**config.mk**
```make
export PLATFORM = sky130hd
export DESIGN_NAME = ahb_grant_ctrl_flat
export DESIGN_NICKNAME = d
export VERILOG_FILES = /design/src/rtl/ahb_grant_ctrl_if.sv /design/src/rtl/ahb_grant_ctrl.sv /design/src/flat_wrapper.sv
export SDC_FILE = /design/constraint.sdc
export NUM_CORES = 1
export LEC_CHECK = 0
export BUFFER_PORTS_ARGS = -buffer_cell sky130_fd_sc_hd__buf_2
export CAP_MARGIN = 5
export CELL_PAD_IN_SITES_DETAIL_PLACEMENT = 1
export CELL_PAD_IN_SITES_GLOBAL_PLACEMENT = 1
export CORE_AREA = 2 2 53 60
export DETAILED_ROUTE_END_ITERATION = 12
export DIE_AREA = 0 0 55 62
export GPL_TIMING_DRIVEN = 0
export HOLD_SLACK_MARGIN = 0.15
export PLACE_DENSITY_LB_ADDON = 0.1
export SETUP_SLACK_MARGIN = 0.4
export SYNTH_ARGS = -nofsm -noshare
export SYNTH_HDL_FRONTEND = slang
export SYNTH_SLANG_ARGS = --single-unit
export TNS_END_PERCENT = 5
```
**constraint.sdc**
```tcl
create_clock -name HCLK -period 5.45 [get_ports HCLK]
set_input_delay 0.545 -clock HCLK [delete_from_list [all_inputs] [get_ports HCLK]]
set_output_delay 0.545 -clock HCLK [all_outputs]
set_load 0.01 [all_outputs]
```
**src/rtl/ahb_grant_ctrl_if.sv**
```systemverilog
// Bus-side signal bundle of the AHB grant controller.
// Groups the master requests, transfer qualifiers, the find-first priority
// counter handshake and the registered grant outputs.
//   master : request/transfer side and priority counter result (drives requests)
//   slave  : grant controller side (drives pe_req and the grant outputs)
interface ahb_grant_ctrl_if #(
    parameter int unsigned N = 4
);
    localparam int unsigned LOGN = $clog2(N);

    logic [N-1:0]    HBUSREQ;
    logic [N-1:0]    HLOCK;
    logic [1:0]      HTRANS;
    logic [2:0]      HBURST;
    logic            HREADY;
    logic [N-1:0]    pe_req;
    logic [LOGN-1:0] pe_idx;
    logic            pe_valid;
    logic [N-1:0]    HGRANT;
    logic [LOGN-1:0] HMASTER;
    logic            HMASTLOCK;

    modport master (
        output HBUSREQ, HLOCK, HTRANS, HBURST, HREADY, pe_idx, pe_valid,
        input  pe_req, HGRANT, HMASTER, HMASTLOCK
    );

    modport slave (
        input  HBUSREQ, HLOCK, HTRANS, HBURST, HREADY, pe_idx, pe_valid,
        output pe_req, HGRANT, HMASTER, HMASTLOCK
    );
endinterface

```
**src/rtl/ahb_grant_ctrl.sv**
```systemverilog
// Registered grant controller of the AHB arbiter.
// Presents the (optionally rotated) request vector to an external find-first
// priority counter, uses its idx/valid result in the same cycle, and holds the
// grant across fixed-length bursts and locked sequences.
//   HCLK   : clock, rising edge
//   HRESET : asynchronous reset, active-high
//   bus    : requests, transfer qualifiers, priority counter handshake,
//            registered HGRANT / HMASTER / HMASTLOCK
module ahb_grant_ctrl #(
    parameter int unsigned N              = 4,
    parameter int unsigned DEFAULT_MASTER = 0,
    parameter bit          RR             = 1'b0
) (
    input logic             HCLK,
    input logic             HRESET,
    ahb_grant_ctrl_if.slave bus
);
    localparam int unsigned LOGN = $clog2(N);
    localparam int unsigned REMW = 4;

    typedef enum logic [1:0] {
        S_IDLE     = 2'd0,
        S_OWN      = 2'd1,
        S_HANDOVER = 2'd2
    } state_t;

    state_t          state_q, state_d;
    logic [N-1:0]    grant_q, grant_d;
    logic [LOGN-1:0] master_q, master_d;
    logic            mastlock_q, mastlock_d;
    logic            lock_pend_q, lock_pend_d;
    logic [REMW-1:0] rem_q, rem_d;
    logic [LOGN-1:0] last_q, last_d;

    logic [LOGN:0]   start_c;
    logic [LOGN:0]   wsum_c;
    logic [LOGN-1:0] winner_c;
    logic [N-1:0]    req_rot_c;
    logic [N-1:0]    new_grant_c;
    logic            new_lock_c;
    logic [LOGN-1:0] grant_idx_c;
    logic [REMW-1:0] rem_upd_c;
    logic [REMW-1:0] burst_len_c;
    logic            owner_locked_c;
    logic            arb_c;

    // Rotation start: (last+1) mod N for round-robin, 0 for fixed priority.
    always_comb begin
        start_c = '0;
        if (RR) begin
            start_c = (LOGN+1)'(last_q) + (LOGN+1)'(1);
            if (start_c >= (LOGN+1)'(N)) start_c = start_c - (LOGN+1)'(N);
        end
    end

    // Request vector rotated right by start_c.
    always_comb begin
        logic [LOGN:0] sum;
        req_rot_c = '0;
        for (int i = 0; i < N; i++) begin
            sum = (LOGN+1)'(i) + start_c;
            if (sum >= (LOGN+1)'(N)) sum = sum - (LOGN+1)'(N);
            req_rot_c[i] = bus.HBUSREQ[sum[LOGN-1:0]];
        end
    end

    assign bus.pe_req = req_rot_c;

    // Undo the rotation on the priority counter result.
    always_comb begin
        wsum_c = {1'b0, bus.pe_idx} + start_c;
        if (wsum_c >= (LOGN+1)'(N)) wsum_c = wsum_c - (LOGN+1)'(N);
        winner_c = wsum_c[LOGN-1:0];
    end

    assign new_grant_c = bus.pe_valid ? (N'(1) << winner_c) : (N'(1) << DEFAULT_MASTER);
    assign new_lock_c  = bus.pe_valid & bus.HLOCK[winner_c];

    // Index of the current one-hot grant.
    always_comb begin
        grant_idx_c = '0;
        for (int i = 0; i < N; i++) begin
            if (grant_q[i]) grant_idx_c = LOGN'(i);
        end
    end

    // Remaining SEQ beats implied by the burst type of a NONSEQ.
    always_comb begin
        burst_len_c = '0;
        case (bus.HBURST)
            3'b000, 3'b001: burst_len_c = REMW'(0);
            3'b010, 3'b011: burst_len_c = REMW'(3);
            3'b100, 3'b101: burst_len_c = REMW'(7);
            3'b110, 3'b111: burst_len_c = REMW'(15);
            default:        burst_len_c = '0;
        endcase
    end

    // Beat accounting for the current address-phase owner.
    always_comb begin
        rem_upd_c = rem_q;
        if (bus.HREADY) begin
            case (bus.HTRANS)
                2'b10:   rem_upd_c = burst_len_c;
                2'b11:   rem_upd_c = (rem_q != '0) ? rem_q - REMW'(1) : '0;
                2'b00:   rem_upd_c = '0;
                default: rem_upd_c = rem_q;
            endcase
        end
    end

    assign owner_locked_c = bus.HLOCK[master_q] & bus.HBUSREQ[master_q];
    assign arb_c          = bus.HREADY & (rem_upd_c == '0) & ~owner_locked_c;

    // State register and output registers.
    always_ff @(posedge HCLK or posedge HRESET) begin
        if (HRESET) begin
            state_q     <= S_IDLE;
            grant_q     <= N'(1) << DEFAULT_MASTER;
            master_q    <= LOGN'(DEFAULT_MASTER);
            mastlock_q  <= 1'b0;
            lock_pend_q <= 1'b0;
            rem_q       <= '0;
            last_q      <= LOGN'(DEFAULT_MASTER);
        end else begin
            state_q     <= state_d;
            grant_q     <= grant_d;
            master_q    <= master_d;
            mastlock_q  <= mastlock_d;
            lock_pend_q <= lock_pend_d;
            rem_q       <= rem_d;
            last_q      <= last_d;
        end
    end

    // Next-state and next-output logic.
    always_comb begin
        state_d     = state_q;
        grant_d     = grant_q;
        master_d    = master_q;
        mastlock_d  = mastlock_q;
        lock_pend_d = lock_pend_q;
        rem_d       = rem_q;
        last_d      = last_q;
        case (state_q)
            S_IDLE, S_OWN: begin
                rem_d = rem_upd_c;
                if (arb_c) begin
                    grant_d     = new_grant_c;
                    lock_pend_d = new_lock_c;
                    if (new_grant_c != grant_q) begin
                        state_d = S_HANDOVER;
                    end else begin
                        // Same owner re-granted: HMASTER already matches, lock follows now.
                        mastlock_d = new_lock_c;
                        state_d    = bus.pe_valid ? S_OWN : S_IDLE;
                    end
                end
            end
            S_HANDOVER: begin
                if (bus.HREADY) begin
                    master_d   = grant_idx_c;
                    mastlock_d = lock_pend_q;
                    last_d     = grant_idx_c;
                    rem_d      = '0;
                    state_d    = S_OWN;
                end
            end
            default: state_d = S_IDLE;
        endcase
    end

    assign bus.HGRANT    = grant_q;
    assign bus.HMASTER   = master_q;
    assign bus.HMASTLOCK = mastlock_q;
endmodule

```
**src/flat_wrapper.sv**
```systemverilog
// flat-port wrapper written by rule: the top's interface ports become plain ports
module ahb_grant_ctrl_flat 
#(
    parameter int unsigned N              = 4,
    parameter int unsigned DEFAULT_MASTER = 0,
    parameter bit          RR             = 1'b0
)
  (HCLK, HRESET, bus_HBUSREQ, bus_HLOCK, bus_HTRANS, bus_HBURST, bus_HREADY, bus_pe_idx, bus_pe_valid, bus_pe_req, bus_HGRANT, bus_HMASTER, bus_HMASTLOCK);
  ahb_grant_ctrl_if #(.N(N)) bus_i ();
  input logic HCLK;
  input logic HRESET;
  input wire logic [$bits(bus_i.HBUSREQ)-1:0] bus_HBUSREQ;
  input wire logic [$bits(bus_i.HLOCK)-1:0] bus_HLOCK;
  input wire logic [$bits(bus_i.HTRANS)-1:0] bus_HTRANS;
  input wire logic [$bits(bus_i.HBURST)-1:0] bus_HBURST;
  input wire logic [$bits(bus_i.HREADY)-1:0] bus_HREADY;
  input wire logic [$bits(bus_i.pe_idx)-1:0] bus_pe_idx;
  input wire logic [$bits(bus_i.pe_valid)-1:0] bus_pe_valid;
  output wire logic [$bits(bus_i.pe_req)-1:0] bus_pe_req;
  output wire logic [$bits(bus_i.HGRANT)-1:0] bus_HGRANT;
  output wire logic [$bits(bus_i.HMASTER)-1:0] bus_HMASTER;
  output wire logic [$bits(bus_i.HMASTLOCK)-1:0] bus_HMASTLOCK;
  assign bus_i.HBUSREQ = bus_HBUSREQ;
  assign bus_i.HLOCK = bus_HLOCK;
  assign bus_i.HTRANS = bus_HTRANS;
  assign bus_i.HBURST = bus_HBURST;
  assign bus_i.HREADY = bus_HREADY;
  assign bus_i.pe_idx = bus_pe_idx;
  assign bus_i.pe_valid = bus_pe_valid;
  assign bus_pe_req = bus_i.pe_req;
  assign bus_HGRANT = bus_i.HGRANT;
  assign bus_HMASTER = bus_i.HMASTER;
  assign bus_HMASTLOCK = bus_i.HMASTLOCK;
  ahb_grant_ctrl #(.N(N), .DEFAULT_MASTER(DEFAULT_MASTER), .RR(RR)) u_core (.HCLK(HCLK), .HRESET(HRESET), .bus(bus_i));
endmodule
```
==> results of run 1 <==
[routing by layer]
layer	vias up	share of wire	global-route usage
met5	-	0	0
met4	0	0.016	0.0836
met3	5	0.031	0.0215
met2	20	0.54	0.374
met1	482	0.42	0.229
li1	524	-	-
[synthesized netlist by cell type, types with 3 or more instances]
master	number
nand2_1	15
dfrtp_1	13
o21ai_0	9
inv_1	7
nor2_1	5
nor2b_1	5
a21oi_1	4
buf_4	4
clkbuf_1	4
and4b_1	3
mux2_2	3
nand3b_1	3
[worst paths after layout]
check | end | depth (start not counted) | slack [ps]
max in group asynchronous | u_core.bus.HGRANT[0] | 2 | 4800
max reg2reg | u_core.bus.HGRANT[1] | 7 | 2790
min | u_core.state_q[1] | 2 | 270
min reg2reg | u_core.lock_pend_q | 2 | 530
min in group HCLK | u_core.lock_pend_q | 2 | 530
max | u_core.bus.HGRANT[1] | 7 | 2790
[state kept, by name (all words and copies together), names as in the netlist]
signal                cells
u_core.bus.HGRANT         4
u_core.bus.HMASTER        2
u_core.bus.HMASTLOCK      1
u_core.lock_pend_q        1
u_core.rem_q              4
u_core.state_q            2
[stage by stage]
step	area (sq um)	std cells
after floorplan	1090	123
after global placement	1270	184
after detailed placement	1270	184
after CTS	1300	188
after global routing	1300	188
final	1300	188
[power by group]
| part | internal (mW) | total [mW] | switching, mW | leakage (nW) |
|---|---|---|---|---|
| Sequential | 0.151 | 0.203 | 0.0524 | 0.178 |
| Clock | 0.0408 | 0.0790 | 0.0382 | 0.0210 |
| Combinational | 0.138 | 0.292 | 0.154 | 0.389 |
[kinds of logic (layout without fill, tap and decap cells)]
| kind of cell | Yosys count | after routing |
|---|---|---|
| adder cells (fa/ha/maj) | 2 | 2 |
| AND/OR/NAND/NOR | 50 | 50 |
| AO/OA/AOI/OAI | 36 | 36 |
| buffers and inverters | 15 | 46 |
| multiplexers | 6 | 6 |
| flip-flops | 14 | 14 |
[cell type report]
cell class	instances	area, sq um
buffer	8	45.0
clock buffer	4	36.3
fill	370	1590
inverter	7	26.3
multi-input combinational	94	667
sequential	14	352
tap	34	42.5
timing repair buffer	27	135
==> run summary, run 1 <==
Complex-gate fraction of the synthesized area - 0.235
Dpl ws - 2800 ps
Min setup slack post-route - 2790 ps
Post-synth EDFFs - 0
Global-route wire length before repair - 4820 um
Worst-Skew Late Latency - 300 ps
Postcts setup bufs - 0
CP max-delay cell - or4_4
DRC viols - 0
CP Class - reg2reg
Seq/Total Area, Yosys - 0.323
Initial DRT Pass Iterations - 4
Vias in the first global route - 1016
Max Clock Skew - 8.77 ps
PwrDens - 441 mW/mm^2
Fraction of registers with async set or reset after synthesis - 1.00
Clock root cell - clkbuf_4
CP Launch Type - flip-flop
Mux share of post-synthesis cell area - 0.0700
Max incr delay on CP - 560 ps
Crit path cell chain - inv_1, ha_1, or2b_2, o221a_2, or4_4, nor3_4, mux2_2
Post-cts hold buffer count - 0
Core ar. - 0.00289 sq mm
GRT Residual Overflow - 0
CTS resizes - 0
DR WL/cell - 15.9 um
Routed vias/inst - 5.48
Crit path buf inv count - 1
Ranking of synthesized cells by area - dfrtp_1 (30%), nand2_1 (5.2%), o21ai_0 (4.1%), mux2_2 (3.1%), nor2b_1 (2.9%)
Adder-Cell Fraction of Synth Area - 0.0230
Final Hold Viols - 0
Most frequent cells in the layout - buf_2 (27), nand2_1 (15), dfrtp_1 (13), o21ai_0 (9), inv_1 (7)
Power Total - 0.574 mW
Critical Path Start - u_core.rem_q[0]
Synthesized area - 0.00109 sq mm
Antenna Nets Post-Route - 0
Crit-path max FO - 6
Die area - 0.00341 sq mm
GPL Wtd Cong - 0.810
Via count - 1031
Synth Register Bits - 14
Starting Density - 0.377
Largest net degree at the start of global routing - 15
Top FF cell, synth - dfrtp_1
Synth-to-Final Area Change - 19.6%
H-tree depth - 1
Width of the die - 55 um
Distinct cell type count after synthesis - 48
LEAKAGE - 0.588 nW
CTS tree - built
CP delay by family, top - simple AND/OR/NAND/NOR gates
Synthesized area per cell - 8.86 sq um
Share of cells above drive strength 1 - 0.312
Crit path DAT - 2850 ps
RSZ-0062 raised after global routing - false
Synth area leader - dfrtp_1
Worst Tran Pin Value - 546 ps
Status - finished clean
Clock period minus final worst setup slack - 2660 ps
Post-Syn Instances - 123
DP Wirelength - 2460 um
Boundary pin count - 30
Worst hold margin - 273 ps
Post-route setup TNS - 0 ps
Synthesized Nets - 144
Fin crit share - 0.489
Final setup viols - 0
Initial DRC count - 16
Largest family of logic cells by synthesized area - simple AND/OR/NAND/NOR gates
Slew Limit Fails - 0
Commonest non-fill, non-tap cell in the layout - buf_2
Clk pin slew, worst setup/hold paths - 100 ps
Hold Path Class - in2async
Clk buf depth - 2
Final net count - 176
# rows - 21
Die Y - 62 um
Initial antenna violation count - 0
Xor and xnor area share after synthesis - 0
Final WL - 2990 um
Worst setup EP type - flip-flop
Clock sinks - 14
Critical R2R Launch - u_core.rem_q[0]
Worst IR drop on VDD - 218 uV
Diodes inserted - 0
Synth Area in Simple Gates - 0.284
Crit path required time - 5630 ps
Worst slew margin - 0.636
Yosys warns - 0
FMAX - 0.375 GHz
Final core utilization - 0.451
Gr usage total - 0.201
CTS Buf Count - 3
Port Buffers - 27
Share of the synthesized area in the top cell type - 0.299
Maxcap violations - 0
No activity file was read; power rests on OpenSTA's default activity.
==> inputs of run 2 (changes only) <==
--- a/config.mk
+++ b/config.mk
@@ -9,9 +9,9 @@
 export CAP_MARGIN = 5
 export CELL_PAD_IN_SITES_DETAIL_PLACEMENT = 1
 export CELL_PAD_IN_SITES_GLOBAL_PLACEMENT = 1
-export CORE_AREA = 2 2 53 60
+export CORE_AREA = 2 2 57 65
 export DETAILED_ROUTE_END_ITERATION = 12
-export DIE_AREA = 0 0 55 62
+export DIE_AREA = 0 0 59 67
 export GPL_TIMING_DRIVEN = 0
 export HOLD_SLACK_MARGIN = 0.15
 export PLACE_DENSITY_LB_ADDON = 0.1
==> constraint.sdc (replaced) <==
create_clock -name HCLK -period 2.3 [get_ports HCLK]
set_input_delay 0.23 -clock HCLK [delete_from_list [all_inputs] [get_ports HCLK]]
set_output_delay 0.23 -clock HCLK [all_outputs]
set_load 0.01 [all_outputs]
==> run summary, run 2 (synthesis gave the netlist of run 1 again) <==
Internal - 0.888 mW
Port Buffers - 27
Power Total - 1.52 mW
GRT Residual Overflow - 0
Crit path DAT - 2590 ps
Critical Path Start - u_core.rem_q[0]
Hold Path Class - in2reg
Worst setup EP type - flip-flop
Starting Density - 0.336
Via count - 1117
Final setup viols - 4
Sequential share of power - 0.315
Clock sinks - 14
Worst-Skew Late Latency - 280 ps
Final WL - 3280 um
Worst reg-to-reg path cell count - 8
Vias in the first global route - 1124
Share of cells above drive strength 1 - 0.360
PwrDens - 1080 mW/mm^2
Max incr delay on CP - 510 ps
Diodes inserted - 0
Switching fraction of total power - 0.415
CTS tree - built
RSZ-0062 raised after global routing - true
Crit path buf inv count - 2
Clk pin slew, worst setup/hold paths - 90 ps
Filler Cells Inserted - 409
CTS Buf Count - 3
CP delay by family, top - simple AND/OR/NAND/NOR gates
Worst setup path end - u_core.bus.HGRANT[3]
Core ar. - 0.00325 sq mm
Post-Place Cells - 186
Commonest non-fill, non-tap cell in the layout - buf_2
Width of the die - 59 um
DR WL/cell - 16.6 um
Gr usage total - 0.186
H-tree depth - 1
Crit path cell chain - inv_2, ha_4, or2b_4, o221a_4, or4_4, nor3_4, buf_12, mux2_4
LEAKAGE - 0.645 nW
Boundary pin count - 30
Violated checks - setup timing
Die Y - 67 um
Initial antenna violation count - 0
# rows - 22
Comb pwr share - 0.563
CP Launch Type - flip-flop
Initial DRT Pass Iterations - 4
DRC viols - 0
Maxcap violations - 0
Post-route setup TNS - -320 ps
Final instance count without filler cells - 197
Fin crit share - 1.05
Dpl ws - -299 ps
Routed vias/inst - 5.67
Placement Cell Area - 0.00130 sq mm
Worst slew margin - 0.615
Most frequent cells in the layout - buf_2 (27), nand2_1 (15), dfrtp_1 (13), o21ai_0 (9), buf_4 (9)
FMAX - 0.415 GHz
GPL Wtd Cong - 0.798
Reg-to-reg critical path endpoint - u_core.bus.HGRANT[3]
Psw - 0.630 mW
Final Hold Viols - 0
Antenna Nets Post-Route - 0
Initial DRC count - 54
Crit path required time - 2480 ps
CP Class - reg2reg
Max Clock Skew - 0.582 ps
Worst Hold Path Cells - 3
Slew Limit Fails - 0
Critical R2R Launch - u_core.rem_q[0]
Min setup slack post-route - -109 ps
Global-route wire length before repair - 5520 um
Synth-to-Final Area Change - 29.4%
DP Wirelength - 2480 um
Clock power frac - 0.123
Die area - 0.00395 sq mm
Worst Tran Pin Value - 577 ps
CP max-delay cell - or4_4
Clock period minus final worst setup slack - 2410 ps
Largest net degree at the start of global routing - 15
Worst IR drop on VDD - 400 uV
Clock root cell - clkbuf_4
Clk buf depth - 2
Final net count - 183
Reg2Reg Setup Slack - -110 ps
Cell area after layout - 0.00141 sq mm
Crit-path max FO - 5
CP Depth - 8
Status - finished with violations
## run 2: cell types whose count changed in the layout (fill, tap and decap cells not counted), sizes merged
cell,previous run,this run
dlygate4sd3,0,1
buf,31,37
## run 2: repair_timing
action / 4_1_cts / 5_1_grt
hold buffers: 1 / 0
gates resized for setup: 2 / 0
pin swaps: 2 / 0
hold endpoints to repair: 13 / 0
buffers inserted: 6 / 0
setup endpoints to repair: 8 / 8
## run 2: how the worst min path moves through the flow
stage | start | endpoint | slack [ps]
3_5_place_dp | HRESET | u_core.rem_q[3] | 330
5_1_grt | bus_pe_idx[1] | u_core.bus.HGRANT[2] | 310
4_1_cts | bus_pe_idx[1] | u_core.bus.HGRANT[2] | 280
2_1_floorplan | HRESET | u_core.bus.HGRANT[1] | 120
3_3_place_gp | HRESET | u_core.rem_q[3] | 310
6_report | bus_pe_idx[1] | u_core.bus.HGRANT[2] | 280
## run 2: power groups by stage
stage / Clock, mW / Sequential (mW) / Combinational, mW
2_1_floorplan: 0 / 0.484 / 0.520
6_report: 0.186 / 0.478 / 0.854
3_3_place_gp: 0 / 0.489 / 0.739
3_5_place_dp: 0 / 0.495 / 0.752
4_1_cts: 0.190 / 0.479 / 0.868
5_1_grt: 0.204 / 0.496 / 0.946
## run 2: area by class of cell
| cell class | count | area (sq um) | area share |
|---|---|---|---|
| Sequential cell | 14 | 352 | 0.249 |
| Timing Repair Buffer | 34 | 203 | 0.144 |
| Inverter | 7 | 26.3 | 0.0186 |
| Clock buffer | 4 | 36.3 | 0.0257 |
| Buffer | 8 | 45.0 | 0.0319 |
| Multi-Input combinational cell | 94 | 703 | 0.499 |
| Tap cell | 36 | 45.0 | 0.0319 |
## run 2: tightest hold or removal path, stage by stage
cell	delay, ps
buf_2	150
nand3b_1	90
mux2i_1	60
## run 2: per-layer routing
metal,part of all wire,vias to the layer above,wire (um),global-route usage
li1,-,532,-,-
met5,0,-,0,0
met2,0.55,24,1810,0.351
met4,0.0095,0,31,0.0483
met1,0.41,557,1340,0.217
met3,0.030,4,98,0.0233
## run 2: stage by stage
stage                util  hold slack (ps)
global route        0.434              308
floorplan               -              119
global placement    0.399              314
finish              0.434              285
detailed placement  0.399              326
CTS                 0.434              281
